$ cat config.mk
export PLATFORM = sky130hd
export DESIGN_NAME = hirose_msg_scheduler_flat
export DESIGN_NICKNAME = d
export VERILOG_FILES = /design/src/rtl/hirose_msg_scheduler_if.sv /design/src/rtl/hirose_msg_scheduler.sv /design/src/flat_wrapper.sv
export SDC_FILE = /design/constraint.sdc
export NUM_CORES = 1
export LEC_CHECK = 0
export ABC_AREA = 1
export BUFFER_PORTS_ARGS = -buffer_cell sky130_fd_sc_hd__buf_2
export CORE_AREA = 2 2 206 208
export DETAILED_ROUTE_END_ITERATION = 16
export DIE_AREA = 0 0 208 210
export GPL_TIMING_DRIVEN = 0
export HOLD_SLACK_MARGIN = 0.1
export PLACE_DENSITY_LB_ADDON = 0.05
export SLEW_MARGIN = 10
export SYNTH_ARGS = -nofsm -noshare
export SYNTH_HDL_FRONTEND = slang
export SYNTH_SLANG_ARGS = --single-unit
$ cat constraint.sdc
create_clock -name clk -period 2.1 [get_ports clk]
set_clock_uncertainty 0.15 [all_clocks]
set_input_delay 0.105 -clock clk [delete_from_list [all_inputs] [get_ports clk]]
set_output_delay 0.105 -clock clk [all_outputs]
set_load 0.01 [all_outputs]
$ cat src/rtl/hirose_msg_scheduler_if.sv
// Bundles the block, core, digest and error signals of hirose_msg_scheduler.
// slave = scheduler side, master = source/core/consumer side.
interface hirose_msg_scheduler_if #(
  parameter int DATA_WIDTH = 64
);
  logic                    blk_valid;
  logic                    blk_ready;
  logic [DATA_WIDTH-1:0]   blk_data;
  logic                    blk_last;

  logic                    core_start;
  logic [DATA_WIDTH-1:0]   core_msg;
  logic [2*DATA_WIDTH-1:0] core_h_in;
  logic                    core_done;
  logic [2*DATA_WIDTH-1:0] core_h_out;

  logic                    dig_valid;
  logic                    dig_ready;
  logic [2*DATA_WIDTH-1:0] digest;

  logic                    err;
  logic                    err_clr;

  modport slave (
    input  blk_valid, blk_data, blk_last, core_done, core_h_out, dig_ready, err_clr,
    output blk_ready, core_start, core_msg, core_h_in, dig_valid, digest, err
  );

  modport master (
    output blk_valid, blk_data, blk_last, core_done, core_h_out, dig_ready, err_clr,
    input  blk_ready, core_start, core_msg, core_h_in, dig_valid, digest, err
  );
endinterface

$ cat src/rtl/hirose_msg_scheduler.sv
// Chains multi-block messages through one Hirose-PRESENT core and hands out the digest.
// Optional HIROSE_SCHED_BLKCNT_EN adds a saturating per-message block counter output.
module hirose_msg_scheduler #(
  parameter int                      DATA_WIDTH     = 64,
  parameter logic [2*DATA_WIDTH-1:0] IV             = {2*DATA_WIDTH{1'b0}},
  parameter int                      TIMEOUT_CYCLES = 1024
) (
  input  logic clk,
  input  logic rst,
`ifdef HIROSE_SCHED_BLKCNT_EN
  output logic [15:0] blk_count,
`endif
  hirose_msg_scheduler_if.slave bus
);

  typedef enum logic [2:0] {
    S_IDLE,
    S_START,
    S_WAIT,
    S_OUT,
    S_ERR
  } state_e;

  localparam int TW = (TIMEOUT_CYCLES > 1) ? $clog2(TIMEOUT_CYCLES) : 1;
  localparam logic [TW-1:0] TIMER_LAST = TW'(TIMEOUT_CYCLES - 1);
  localparam bit TIMEOUT_EN = (TIMEOUT_CYCLES != 0);

  state_e                  state_q, state_d;
  logic [2*DATA_WIDTH-1:0] chain_q, chain_d;
  logic [DATA_WIDTH-1:0]   msg_q, msg_d;
  logic                    last_q, last_d;
  logic [TW-1:0]           timer_q, timer_d;
  logic                    timeout_hit;

  assign timeout_hit = TIMEOUT_EN && (timer_q == TIMER_LAST);

  // NOTE: every next-state signal takes its hold value first, so no path through the
  // case statement leaves one unassigned and no latch can be inferred.
  always_comb begin
    state_d = state_q;
    chain_d = chain_q;
    msg_d   = msg_q;
    last_d  = last_q;
    timer_d = timer_q;
    unique case (state_q)
      S_IDLE: begin
        if (bus.blk_valid) begin
          msg_d   = bus.blk_data;
          last_d  = bus.blk_last;
          state_d = S_START;
        end
      end
      S_START: begin
        timer_d = '0;
        state_d = S_WAIT;
      end
      S_WAIT: begin
        timer_d = timer_q + 1'b1;
        // Completion takes priority over a timeout landing on the same cycle.
        if (bus.core_done) begin
          chain_d = bus.core_h_out;
          state_d = last_q ? S_OUT : S_IDLE;
        end else if (timeout_hit) begin
          state_d = S_ERR;
        end
      end
      S_OUT: begin
        if (bus.dig_ready) begin
          chain_d = IV;
          state_d = S_IDLE;
        end
      end
      S_ERR: begin
        if (bus.err_clr) begin
          chain_d = IV;
          state_d = S_IDLE;
        end
      end
      default: state_d = S_IDLE;
    endcase
  end

  // NOTE: sequential state uses non-blocking assignments so every register samples
  // the pre-edge values, independent of statement order.
  always_ff @(posedge clk) begin
    if (!rst) begin
      state_q <= S_IDLE;
      chain_q <= IV;
      msg_q   <= '0;
      last_q  <= 1'b0;
      timer_q <= '0;
    end else begin
      state_q <= state_d;
      chain_q <= chain_d;
      msg_q   <= msg_d;
      last_q  <= last_d;
      timer_q <= timer_d;
    end
  end

  // Handshake outputs are forced low while reset is asserted.
  assign bus.blk_ready  = rst && (state_q == S_IDLE);
  assign bus.core_start = rst && (state_q == S_START);
  assign bus.dig_valid  = rst && (state_q == S_OUT);
  assign bus.err        = (state_q == S_ERR);
  assign bus.core_msg   = msg_q;
  assign bus.core_h_in  = chain_q;
  assign bus.digest     = chain_q;

`ifdef HIROSE_SCHED_BLKCNT_EN
  logic [15:0] blk_count_q, blk_count_d;

  always_comb begin
    blk_count_d = blk_count_q;
    if ((state_q == S_OUT && bus.dig_ready) || (state_q == S_ERR && bus.err_clr)) begin
      blk_count_d = '0;
    end else if (state_q == S_WAIT && bus.core_done && blk_count_q != 16'hFFFF) begin
      blk_count_d = blk_count_q + 16'd1;
    end
  end

  always_ff @(posedge clk) begin
    if (!rst) begin
      blk_count_q <= '0;
    end else begin
      blk_count_q <= blk_count_d;
    end
  end

  assign blk_count = blk_count_q;
`endif

endmodule

$ cat src/flat_wrapper.sv
// flat-port wrapper written by rule: the top's interface ports become plain ports
module hirose_msg_scheduler_flat 
#(
  parameter int                      DATA_WIDTH     = 64,
  parameter logic [2*DATA_WIDTH-1:0] IV             = {2*DATA_WIDTH{1'b0}},
  parameter int                      TIMEOUT_CYCLES = 1024
)
  (clk, rst, bus_blk_valid, bus_blk_data, bus_blk_last, bus_core_done, bus_core_h_out, bus_dig_ready, bus_err_clr, bus_blk_ready, bus_core_start, bus_core_msg, bus_core_h_in, bus_dig_valid, bus_digest, bus_err);
  hirose_msg_scheduler_if #(.DATA_WIDTH(DATA_WIDTH)) bus_i ();
  input  logic clk;
  input  logic rst;
  input wire logic [$bits(bus_i.blk_valid)-1:0] bus_blk_valid;
  input wire logic [$bits(bus_i.blk_data)-1:0] bus_blk_data;
  input wire logic [$bits(bus_i.blk_last)-1:0] bus_blk_last;
  input wire logic [$bits(bus_i.core_done)-1:0] bus_core_done;
  input wire logic [$bits(bus_i.core_h_out)-1:0] bus_core_h_out;
  input wire logic [$bits(bus_i.dig_ready)-1:0] bus_dig_ready;
  input wire logic [$bits(bus_i.err_clr)-1:0] bus_err_clr;
  output wire logic [$bits(bus_i.blk_ready)-1:0] bus_blk_ready;
  output wire logic [$bits(bus_i.core_start)-1:0] bus_core_start;
  output wire logic [$bits(bus_i.core_msg)-1:0] bus_core_msg;
  output wire logic [$bits(bus_i.core_h_in)-1:0] bus_core_h_in;
  output wire logic [$bits(bus_i.dig_valid)-1:0] bus_dig_valid;
  output wire logic [$bits(bus_i.digest)-1:0] bus_digest;
  output wire logic [$bits(bus_i.err)-1:0] bus_err;
  assign bus_i.blk_valid = bus_blk_valid;
  assign bus_i.blk_data = bus_blk_data;
  assign bus_i.blk_last = bus_blk_last;
  assign bus_i.core_done = bus_core_done;
  assign bus_i.core_h_out = bus_core_h_out;
  assign bus_i.dig_ready = bus_dig_ready;
  assign bus_i.err_clr = bus_err_clr;
  assign bus_blk_ready = bus_i.blk_ready;
  assign bus_core_start = bus_i.core_start;
  assign bus_core_msg = bus_i.core_msg;
  assign bus_core_h_in = bus_i.core_h_in;
  assign bus_dig_valid = bus_i.dig_valid;
  assign bus_digest = bus_i.digest;
  assign bus_err = bus_i.err;
  hirose_msg_scheduler #(.DATA_WIDTH(DATA_WIDTH), .IV(IV), .TIMEOUT_CYCLES(TIMEOUT_CYCLES)) u_core (.clk(clk), .rst(rst), .bus(bus_i));
endmodule
==> results of run 1 <==
==> registers in the layout (all words and copies together) (netlist names) <==
| name | count |
|---|---|
| u_core.bus.core_h_in | 128 |
| u_core.state_q | 3 |
| u_core.last_q | 1 |
| u_core.bus.core_msg | 64 |
| u_core.timer_q | 10 |
==> through the flow <==
stage	util [%]	setup WS, ns	TNS, ns	power (mW)	hold WS [ns]
final	39.9	0.125	0	25.4	0.215
after global routing	39.9	-0.00571	-0.00571	27.5	0.227
after CTS	39.8	0.00510	0	25.7	0.193
after detailed placement	32.6	-0.00890	-0.00890	20.5	0.240
after global placement	32.6	0.0121	0	20.5	0.232
after floorplan	-	0.537	0	15.3	0.146
==> per-layer routing <==
| layer | vias to the layer above | global-route usage [%] | share of wire [%] |
|---|---|---|---|
| met1 | 5399 | 23.4 | 43 |
| li1 | 6127 | - | - |
| met4 | 0 | 4.48 | 1.8 |
| met3 | 48 | 3.89 | 6.2 |
| met2 | 347 | 33.1 | 49 |
| met5 | - | 0 | 0 |
==> repair_timing <==
action / in CTS / in global routing
pin swaps: 0 / 1
cloned: 0 / 0
gates resized for setup: 7 / 16
hold endpoints to repair: 198 / 0
endpoints found under the setup margin: 2 / 94
hold buffers: 206 / 0
buffers inserted: 0 / 2
==> worst max path at each step <==
stage | startpoint | endpoint | slack [ns]
after floorplan | u_core.state_q[2]$_SDFFE_PN0P_ | u_core.bus.core_h_in[101]$_SDFFE_PN0P_ | 0.54
after global placement | u_core.state_q[2]$_SDFFE_PN0P_ | u_core.bus.core_h_in[111]$_SDFFE_PN0P_ | 0.01
after detailed placement | rst | u_core.bus.core_msg[23]$_SDFFE_PN0P_ | -0.009
after CTS | u_core.state_q[2]$_SDFFE_PN0P_ | bus_dig_valid | 0.005
after global routing | u_core.state_q[0]$_SDFFE_PN0P_ | u_core.bus.core_h_in[8]$_SDFFE_PN0P_ | -0.006
final | u_core.state_q[0]$_SDFFE_PN0P_ | u_core.bus.core_h_in[8]$_SDFFE_PN0P_ | 0.12
==> worst register-to-register path, stage by stage, from the launching register on <==
cell           delay [ns]
dfxtp_4              0.38
nor2_2               0.16
nand2_2              0.12
buf_2                0.21
nand3_1              0.09
nand4_1              0.09
dlygate4sd3_1        0.56
nand2_1              0.07
nor2_1               0.03
==> cell usage in the layout, fill, tap and decap left out, drive strengths merged <==
master / netlist / final
clkbuf: 32 / 68
ha: 1 / 1
a22oi: 1 / 1
a21oi: 77 / 77
dlygate4sd3: 0 / 206
clkinvlp: 0 / 2
nor2: 215 / 215
inv: 144 / 144
nand3: 142 / 142
diode: 0 / 4
dfxtp: 206 / 206
o21ai: 70 / 70
clkinv: 1 / 8
a211oi: 1 / 1
nand4: 128 / 128
bufinv: 0 / 3
nor3: 3 / 3
nand2: 223 / 223
buf: 214 / 736
==> power groups by stage <==
stage          Clock (mW)  Sequential, mW  Combinational (mW)
4_1_cts              4.87            7.28                13.6
2_1_floorplan           0            7.63                7.63
6_report             4.71            7.22                13.4
3_5_place_dp            0            7.35                13.2
3_3_place_gp            0            7.28                13.2
5_1_grt              5.04            7.48                15.0
==> area by class of cell <==
type	instances	area, um2
Fill cell	4448	24900
Timing Repair Buffer	730	4690
Sequential cell	206	4130
Multi-Input combinational cell	861	4020
Buffer	245	1590
Clock buffer	35	746
Tap cell	539	674
Inverter	145	544
Clock inverter	12	144
Antenna cell	4	10.0
==> cells by family after synthesis <==
kind of cell | after synthesis
and+or+nand+nor | 711
buffers and inverters | 391
DFF | 206
AOI/OAI and AO/OA | 149
adders and majority gates | 1
==> impl_metrics.env, run 1 <==
export IMPL_synth_fp_nets=1658
export IMPL_crit_slowest_cell="dlygate4sd3_1"
export IMPL_power_frac_clock_pct=18.6
export IMPL_clkTransAtPathRegs_ns=0.06
export IMPL_hold_viol_final=0
export IMPL_drc=0
export IMPL_synth_area_leader_cell="dfxtp_1"
export IMPL_seq_power_share_pct=28.5
export IMPL_first_global_vias=11500
export IMPL_overflow=0
export IMPL_critPathLaunchType="flop"
export IMPL_io_pins=523
export IMPL_synth_edf_count=0
export IMPL_num_vias=11900
export IMPL_final_antenna_net_count=0
export IMPL_cts_tree="built"
export IMPL_clkSinkCount=206
export IMPL_track_usage_pct=18.8
export IMPL_path_max_fanout=10
export IMPL_cp_end_kind="flop"
export IMPL_htreeDepth=1
export IMPL_worstPathArrival_ns=2.24
export IMPL_max_freq_mhz=506
export IMPL_internal_power_mw=14.6
export IMPL_reg2reg_from="u_core.state_q[0]$_SDFFE_PN0P_"
export IMPL_avgViaCountPerCell=4.29
export IMPL_ys_top_cells_by_count="219 x nand2_1, 212 x nor2_1, 206 x dfxtp_1, 141 x buf_4, 141 x inv_1"
export IMPL_r2r_end="u_core.bus.core_h_in[8]$_SDFFE_PN0P_"
export IMPL_postSynthCellCount=1458
export IMPL_p_leak_nw=8.73
export IMPL_post_route_period_util_pct=94.1
export IMPL_drt_total_wl_mm=42.9
export IMPL_whs_path_depth=4
export IMPL_ys_top_cells_by_area="dfxtp_1 40%, buf_4 10%, nand2_1 8.0%, nand4_1 7.8%, nor2_1 7.8%"
export IMPL_grt_pass1_wl_mm=65.3
export IMPL_grt_start_max_net_pins=20
export IMPL_peakVddDrop_v=0.000673
export IMPL_die_x_um=208
export IMPL_async_flop_share_pct=0
export IMPL_outcome="complete, no violations"
export IMPL_synth_most_common_cell="nand2_1"
export IMPL_hold_path_end="u_core.bus.core_msg[6]$_SDFFE_PN0P_"
export IMPL_die_area_um2=43700
export IMPL_netlist_area_um2=10200
export IMPL_dp_hpwl_mm=31.9
export IMPL_synth_ff_type="dfxtp_1"
export IMPL_port_buffers=522
export IMPL_worst_ep_required_time_ns=2.36
export IMPL_setup_violations=0
export IMPL_place_gp_congestion=0.796
export IMPL_core_area_um2=41500
export IMPL_power_density_nw_per_um2=1530
export IMPL_maxCapViolCount=0
export IMPL_synth_top_family_by_area="simple AND/OR/NAND/NOR gates"
export IMPL_fin_area_um2=16600
export IMPL_r2r_cells=8
export IMPL_synth_compound_area_share_pct=7.33
export IMPL_firstDrtPassIters=4
export IMPL_pwr_share_comb_pct=53.0
export IMPL_synthMuxAreaShare_pct=0
export IMPL_synth_seq_cells=206
export IMPL_ys_warnings_count=0
export IMPL_syn_avg_cell_area_um2=7.03
export IMPL_synth_fa_ha_area_share_pct=0.122
export IMPL_start_util_pct=24.7
export IMPL_yosysUniqueCellTypes=26
export IMPL_wire_per_inst_um=15.4
export IMPL_rrSetupSlack_ns=0.12
export IMPL_hold_path_startpoint="bus_blk_data[6]"
export IMPL_path_buf_inv=2
export IMPL_synth_seq_area_share_pct=40.3
export IMPL_antenna_found_initial=3
export IMPL_synth_top_area_share_pct=40.3
export IMPL_cp_top_family="buffers and inverters"
export IMPL_nets=2416
export IMPL_swShare_pct=42.3
export IMPL_final_max_slew_violation_count=0
export IMPL_cpPeakStageDelay_ns=0.56
export IMPL_crit_cells=8
export IMPL_worstMarginPinSlew_ns=0.903
export IMPL_num_rows=75
export IMPL_cts_buffers=27
export IMPL_max_slew_margin_pct=39.8
export IMPL_place_area_um2=13500
export IMPL_hp_class="in -> reg"
export IMPL_power_switching_mw=10.7
export IMPL_drive_above_1_share_pct=35.9
export IMPL_dieHeight_um=210
export IMPL_worstPathCellList="nor2_2 -> nand2_2 -> buf_2 -> nand3_1 -> nand4_1 -> dlygate4sd3_1 -> nand2_1 -> nor2_1"
export IMPL_drt_initial_drc_count=383
export IMPL_cts_root_buf="clkbuf_16"
export IMPL_synth_xor_area_share_pct=0
export IMPL_crit_type="reg -> reg"
export IMPL_period_minus_slack_ns=1.98
export IMPL_dp_cells=2519
export IMPL_syn_to_final_growth_pct=61.6
export IMPL_fin_cells=2777
export IMPL_clkLatencyLatePin_ns=0.54
export IMPL_synth_simple_area_share_pct=31.6
export IMPL_ctsLongestPathBuffers=3
No activity file was read; power rests on OpenSTA's default activity.
==> run 2, diff against run 1 <==
--- a/config.mk
+++ b/config.mk
@@ -8,11 +8,13 @@
 export ABC_AREA = 1
 export BUFFER_PORTS_ARGS = -buffer_cell sky130_fd_sc_hd__buf_2
 export CORE_AREA = 2 2 206 208
+export CTS_BUF_LIST = sky130_fd_sc_hd__clkbuf_8
 export DETAILED_ROUTE_END_ITERATION = 16
 export DIE_AREA = 0 0 208 210
 export GPL_TIMING_DRIVEN = 0
 export HOLD_SLACK_MARGIN = 0.1
 export PLACE_DENSITY_LB_ADDON = 0.05
+export SETUP_SLACK_MARGIN = 0.15
 export SLEW_MARGIN = 10
 export SYNTH_ARGS = -nofsm -noshare
 export SYNTH_HDL_FRONTEND = slang
==> run 2 against run 1 <==
Net effect: worst setup slack better by 0.088 ns; clock power is 11% lower; first-iteration DRC count is 3.4% lower; sequential power is essentially flat; clock-buffer cell count is 19 higher; power down 0.99%; die area stayed put; utilization grew 0.28 points; cell area is 0.70% higher; wire length is 0.61% higher; register-to-register slack improved by 0.15 ns; critical endpoint is now bus_dig_valid; largest power group unchanged.
==> impl_metrics.env, run 2 (synthesis gave the netlist of run 1 again) <==
export IMPL_outcome="complete, no violations"
export IMPL_die_area_um2=43700
export IMPL_final_common_cell="buf_2"
export IMPL_drt_total_wl_mm=43.1
export IMPL_post_route_period_util_pct=89.9
export IMPL_port_buffers=522
export IMPL_p_leak_nw=8.84
export IMPL_period_minus_slack_ns=1.89
export IMPL_place_area_um2=13500
export IMPL_hold_viol_final=0
export IMPL_grt_pass1_wl_mm=65.7
export IMPL_clkSinkCount=206
export IMPL_max_slew_margin_pct=42.5
export IMPL_cp_end_kind="output port"
export IMPL_dieHeight_um=210
export IMPL_power_density_nw_per_um2=1510
export IMPL_clkTransAtPathRegs_ns=0.06
export IMPL_clkLatencyLatePin_ns=0.59
export IMPL_maxCapViolCount=0
export IMPL_seqCellArea_um2=4140
export IMPL_avgViaCountPerCell=4.28
export IMPL_drive_above_1_share_pct=36.9
export IMPL_start_util_pct=24.7
export IMPL_worstPathArrival_ns=1.63
export IMPL_wire_per_inst_um=15.4
export IMPL_ctsLongestPathBuffers=3
export IMPL_layout_common_cells="564 x buf_2, 217 x nand2_1, 209 x nor2_1, 203 x dfxtp_1, 201 x dlygate4sd3_1"
export IMPL_drt_initial_drc_count=370
export IMPL_final_antenna_net_count=0
export IMPL_rsz0062_at_grt="yes"
export IMPL_core_area_um2=41500
export IMPL_worstMarginPinSlew_ns=0.862
export IMPL_htreeDepth=2
export IMPL_cts_buffers=43
export IMPL_overflow=0
export IMPL_max_freq_mhz=530
export IMPL_multi_input_area_um2=4060
export IMPL_largest_register_ff_count=128
export IMPL_crit_type="reg -> out"
export IMPL_first_global_vias=11600
export IMPL_worst_ep_required_time_ns=1.85
export IMPL_pre_cts_slack_ns=-0.00890
export IMPL_firstDrtPassIters=4
export IMPL_io_pins=523
export IMPL_dp_hpwl_mm=31.9
export IMPL_hold_worst_slack_ns=0.179
export IMPL_track_usage_pct=19.1
export IMPL_grt_start_max_net_pins=12
export IMPL_final_util_pct=40.2
export IMPL_setup_ws_ns=0.212
export IMPL_nets=2439
export IMPL_num_vias=12000
export IMPL_nFillCells=4466
export IMPL_critPathLaunchType="flop"
export IMPL_dp_cells=2519
export IMPL_cts_tree="built"
export IMPL_die_x_um=208
export IMPL_final_max_slew_violation_count=0
export IMPL_antenna_found_initial=2
export IMPL_syn_to_final_growth_pct=62.8
export IMPL_place_gp_congestion=0.796
export IMPL_setup_violations=0
export IMPL_path_max_fanout=5
export IMPL_hp_class="in -> reg"
export IMPL_num_rows=75
export IMPL_peakVddDrop_v=0.000595
export IMPL_fin_area_um2=16700
export IMPL_cts_root_buf="clkbuf_8"
export IMPL_fin_cells=2809
export IMPL_drc=0
-- run 2: cell count changes in the layout (fill, tap and decap cells not counted), sizes merged --
cell,before,now
clkbuf,68,96
clkinv,8,7
dlygate4sd3,206,201
buf,736,739
clkinvlp,2,4
bufinv,3,0
diode,4,2
inv,144,154
-- run 2: per-stage QoR --
step / setup TNS, ns / power, mW
5_1_grt: 0 / 27.3
3_5_place_dp: -0.00890 / 20.5
6_report: 0 / 25.1
4_1_cts: 0 / 25.3
3_3_place_gp: 0 / 20.5
2_1_floorplan: 0 / 15.3
-- run 2: layout make-up --
cell class / count / share of cell area, %
sequential: 206 / 24.8
inverter: 145 / 3.30
tap: 539 / 4.04
antenna: 2 / 0.0300
clock inverter: 20 / 0.563
clock buffer: 54 / 4.46
timing repair buffer: 736 / 28.4
multi-input combinational: 861 / 24.4
buffer: 246 / 10.1
-- run 2: path summary, 6_finish.rpt --
path / from / end / slack (ns) / depth (start not counted)
max reg2reg: u_core.state_q[2]$_SDFFE_PN0P_ / u_core.bus.core_h_in[94]$_SDFFE_PN0P_ / 0.27 / 8
min reg2reg: u_core.bus.core_msg[22]$_SDFFE_PN0P_ / u_core.bus.core_msg[22]$_SDFFE_PN0P_ / 0.29 / 2
min: bus_blk_data[6] / u_core.bus.core_msg[6]$_SDFFE_PN0P_ / 0.18 / 4
max: u_core.state_q[2]$_SDFFE_PN0P_ / bus_dig_valid / 0.21 / 6
-- run 2: routing by layer --
metal  share of wire, %  vias to the layer above  track usage, %  wire length (um)
li1                   -                     6169               -                 -
met1                 42                     5425            23.2             18300
met2                 49                      356            33.2             21200
met3                5.9                       62            4.41              2560
met4                2.4                        0            6.36              1020
met5                  0                        -               0                 0
-- run 2: where the power goes --
part           leakage, nW  switching (mW)  internal, mW
Sequential            1.70            1.56          5.69
Combinational         6.68            7.38          6.29
Clock                0.471            1.90          2.30
Total                 8.84            10.8          14.3
-- run 2: what timing repair did --
action,in CTS,in global routing
pin swaps,0,7
hold endpoints to repair,199,0
resized for setup,27,40
hold buffers,202,0
endpoints found under the setup margin,119,129
gates cloned,0,0
buffers inserted,4,9
-- run 2: worst max-delay path: stages, from the launching register on --
cell     delay (ns)
dfxtp_4        0.38
inv_4          0.07
nand3_4        0.10
buf_6          0.14
buf_12         0.12
nor2_4         0.11
buf_6          0.12
==> run 3, diff against run 2 <==
--- a/config.mk
+++ b/config.mk
@@ -5,15 +5,14 @@
 export SDC_FILE = /design/constraint.sdc
 export NUM_CORES = 1
 export LEC_CHECK = 0
-export ABC_AREA = 1
+export ABC_AREA = 0
 export BUFFER_PORTS_ARGS = -buffer_cell sky130_fd_sc_hd__buf_2
-export CORE_AREA = 2 2 206 208
+export CORE_AREA = 2 2 201 203
 export CTS_BUF_LIST = sky130_fd_sc_hd__clkbuf_8
 export DETAILED_ROUTE_END_ITERATION = 16
-export DIE_AREA = 0 0 208 210
+export DIE_AREA = 0 0 203 205
 export GPL_TIMING_DRIVEN = 0
 export HOLD_SLACK_MARGIN = 0.1
-export PLACE_DENSITY_LB_ADDON = 0.05
 export SETUP_SLACK_MARGIN = 0.15
 export SLEW_MARGIN = 10
 export SYNTH_ARGS = -nofsm -noshare
==> run 3 against run 2 <==
Net effect: utilization down 0.54 points; hold slack worse by 0.022 ns; clock power down 7.9%; register-to-register slack worse by 0.18 ns; global-route usage down 2.1 points; synthesized cell count down 25%; maximum frequency down 6.3%.
==> impl_metrics.env, run 3 <==
export IMPL_outcome="complete, no violations"
export IMPL_dieHeight_um=205
export IMPL_syn_avg_cell_area_um2=8.44
export IMPL_use_met2_pct=30.8
export IMPL_maxCapViolCount=0
export IMPL_synth_top_area_share_pct=44.8
export IMPL_firstDrtPassIters=5
export IMPL_start_util_pct=23.4
export IMPL_place_gp_congestion=0.900
export IMPL_wire_per_inst_um=15.9
export IMPL_synth_seq_cells=206
export IMPL_place_area_um2=12500
export IMPL_power_switching_mw=3.35
export IMPL_drive_above_1_share_pct=42.0
export IMPL_max_freq_mhz=496
export IMPL_postSynthCellCount=1091
export IMPL_post_route_period_util_pct=95.9
export IMPL_syn_to_final_growth_pct=69.5
export IMPL_first_global_vias=10100
export IMPL_num_rows=73
export IMPL_crit_type="reg -> reg"
export IMPL_worstMarginPinSlew_ns=0.852
export IMPL_ys_top_cells_by_count="270 x nand2_1, 206 x dfxtp_1, 135 x nand3_1, 130 x buf_4, 116 x a21boi_1"
export IMPL_drc=0
export IMPL_dp_cells=2137
export IMPL_largest_register_ff_count=128
export IMPL_num_vias=10400
export IMPL_worst_ep_required_time_ns=2.43
export IMPL_synth_seq_area_share_pct=44.8
export IMPL_power_frac_clock_pct=35.0
export IMPL_synth_fp_nets=1291
export IMPL_grt_pass1_wl_mm=55.4
export IMPL_worstPathArrival_ns=2.35
export IMPL_final_util_pct=39.7
export IMPL_cts_tree="built"
export IMPL_final_antenna_net_count=0
export IMPL_antenna_cells=0
export IMPL_dp_hpwl_mm=27.4
export IMPL_async_flop_share_pct=0
export IMPL_nFillCells=3927
export IMPL_hp_class="in -> reg"
export IMPL_p_leak_nw=7.56
export IMPL_path_max_fanout=8
export IMPL_met1_usage_pct=19.2
export IMPL_hold_viol_final=0
export IMPL_overflow=0
export IMPL_fin_area_um2=15600
export IMPL_pwr_share_comb_pct=25.1
export IMPL_seq_power_share_pct=40.0
export IMPL_avgViaCountPerCell=4.32
export IMPL_htreeDepth=2
export IMPL_drt_total_wl_mm=38.4
export IMPL_fin_cells=2409
export IMPL_period_minus_slack_ns=2.01
export IMPL_ctsLongestPathBuffers=3
export IMPL_max_slew_margin_pct=43.2
export IMPL_grt_start_max_net_pins=11
export IMPL_layout_common_cells="545 x buf_2, 270 x nand2_1, 205 x dfxtp_1, 198 x dlygate4sd3_1, 139 x buf_4"
export IMPL_peakVddDrop_v=0.000493
export IMPL_core_area_um2=39400
export IMPL_cts_buffers=38
export IMPL_final_common_cell="buf_2"
export IMPL_p_total_mw=11.1
export IMPL_ys_warnings_count=0
export IMPL_swShare_pct=30.3
export IMPL_setup_ws_ns=0.0857
export IMPL_power_density_nw_per_um2=709
export IMPL_critPathLaunchType="flop"
export IMPL_clkSinkCount=206
export IMPL_synth_most_common_cell="nand2_1"
export IMPL_io_pins=523
export IMPL_final_setup_tns_ns=0
export IMPL_top_usage_layer="met2"
export IMPL_seqCellArea_um2=4130
export IMPL_cts_root_buf="clkbuf_8"
export IMPL_pre_cts_slack_ns=-0.319
export IMPL_synth_area_leader_cell="dfxtp_1"
export IMPL_hold_worst_slack_ns=0.156
export IMPL_cp_end_kind="flop"
export IMPL_internal_power_mw=7.71
export IMPL_clkTransAtPathRegs_ns=0.06
export IMPL_setup_violations=0
export IMPL_final_max_slew_violation_count=0
export IMPL_nets=2060
export IMPL_multi_input_area_um2=3740
export IMPL_track_usage_pct=17.0
export IMPL_port_buffers=521
export IMPL_yosysUniqueCellTypes=42
export IMPL_grt_met3_usage_pct=3.93
export IMPL_clkLatencyLatePin_ns=0.57
export IMPL_drt_initial_drc_count=461
export IMPL_die_area_um2=41600
export IMPL_synth_edf_count=0
export IMPL_rsz0062_at_grt="yes"
export IMPL_antenna_found_initial=0
export IMPL_netlist_area_um2=9210
export IMPL_die_x_um=203
export IMPL_ys_top_cells_by_area="dfxtp_1 45%, nand2_1 11%, buf_4 11%, a21boi_1 9.5%, nand3_1 7.3%"
export IMPL_synth_ff_type="dfxtp_1"
## run 3: worst paths after layout
kind / cells after the start / from / endpoint / slack (ns)
worst max register to register: 8 / u_core.state_q[0]$_SDFFE_PN0P_ / u_core.bus.core_h_in[7]$_SDFFE_PN0P_ / 0.09
worst max-delay path: 8 / u_core.state_q[0]$_SDFFE_PN0P_ / u_core.bus.core_h_in[7]$_SDFFE_PN0P_ / 0.09
worst min register to register: 2 / u_core.bus.core_msg[52]$_SDFFE_PN0P_ / u_core.bus.core_msg[52]$_SDFFE_PN0P_ / 0.31
worst min-delay path: 4 / rst / u_core.state_q[0]$_SDFFE_PN0P_ / 0.16
## run 3: logic make-up (layout without fill, tap and decap cells)
| family | count (synthesis) | count (layout) | share of synthesized area [%] |
|---|---|---|---|
| AND/OR/NAND/NOR | 441 | 441 | 20.8 |
| AO/OA/AOI/OAI | 225 | 225 | 18.2 |
| buffers and inverters | 216 | 1009 | 15.8 |
| flip-flops | 206 | 206 | 44.8 |
| multiplexers | 2 | 2 | 0.231 |
| adder cells (fa/ha/maj) | 1 | 1 | 0.136 |
## run 3: cell type report
| cell class | instances | share of cell area (%) |
|---|---|---|
| tap | 525 | 4.21 |
| clock buffer | 48 | 4.23 |
| clock inverter | 16 | 0.553 |
| inverter | 3 | 0.0721 |
| multi-input combinational | 669 | 24.0 |
| timing repair buffer | 729 | 30.5 |
| sequential | 206 | 26.4 |
| buffer | 213 | 9.99 |
## run 3: repair_timing
item | 4_1_cts | 5_1_grt
resized for setup | 17 | 53
hold buffers | 198 | 0
cloned | 0 | 5
setup endpoints to repair | 141 | 197
buffers inserted | 0 | 5
endpoints found under the hold margin | 199 | 0
pin swaps | 0 | 59
## run 3: power by group through the flow
stage	Combinational [mW]	Clock (mW)	Sequential (mW)
final	2.77	3.87	4.42
after global routing	3.01	4.18	4.45
after CTS	2.60	3.99	4.42
after detailed placement	2.28	0	4.50
after global placement	2.25	0	4.48
after floorplan	1.18	0	4.58
## run 3: routing by layer
| metal | up-vias | part of all wire [%] |
|---|---|---|
| met3 | 72 | 6.7 |
| met4 | 0 | 3.3 |
| met5 | - | 0 |
| met2 | 386 | 50 |
| li1 | 5050 | - |
| met1 | 4894 | 40 |
## run 3: worst max-delay path, stage by stage (launching register included)
cell and delay (ns):
dfxtp_1 0.31, buf_6 0.13, or3b_4 0.42, o22ai_4 0.19, buf_12 0.15, clkbuf_16 0.19
clkbuf_16 0.16, nand3_2 0.09, a21boi_1 0.13
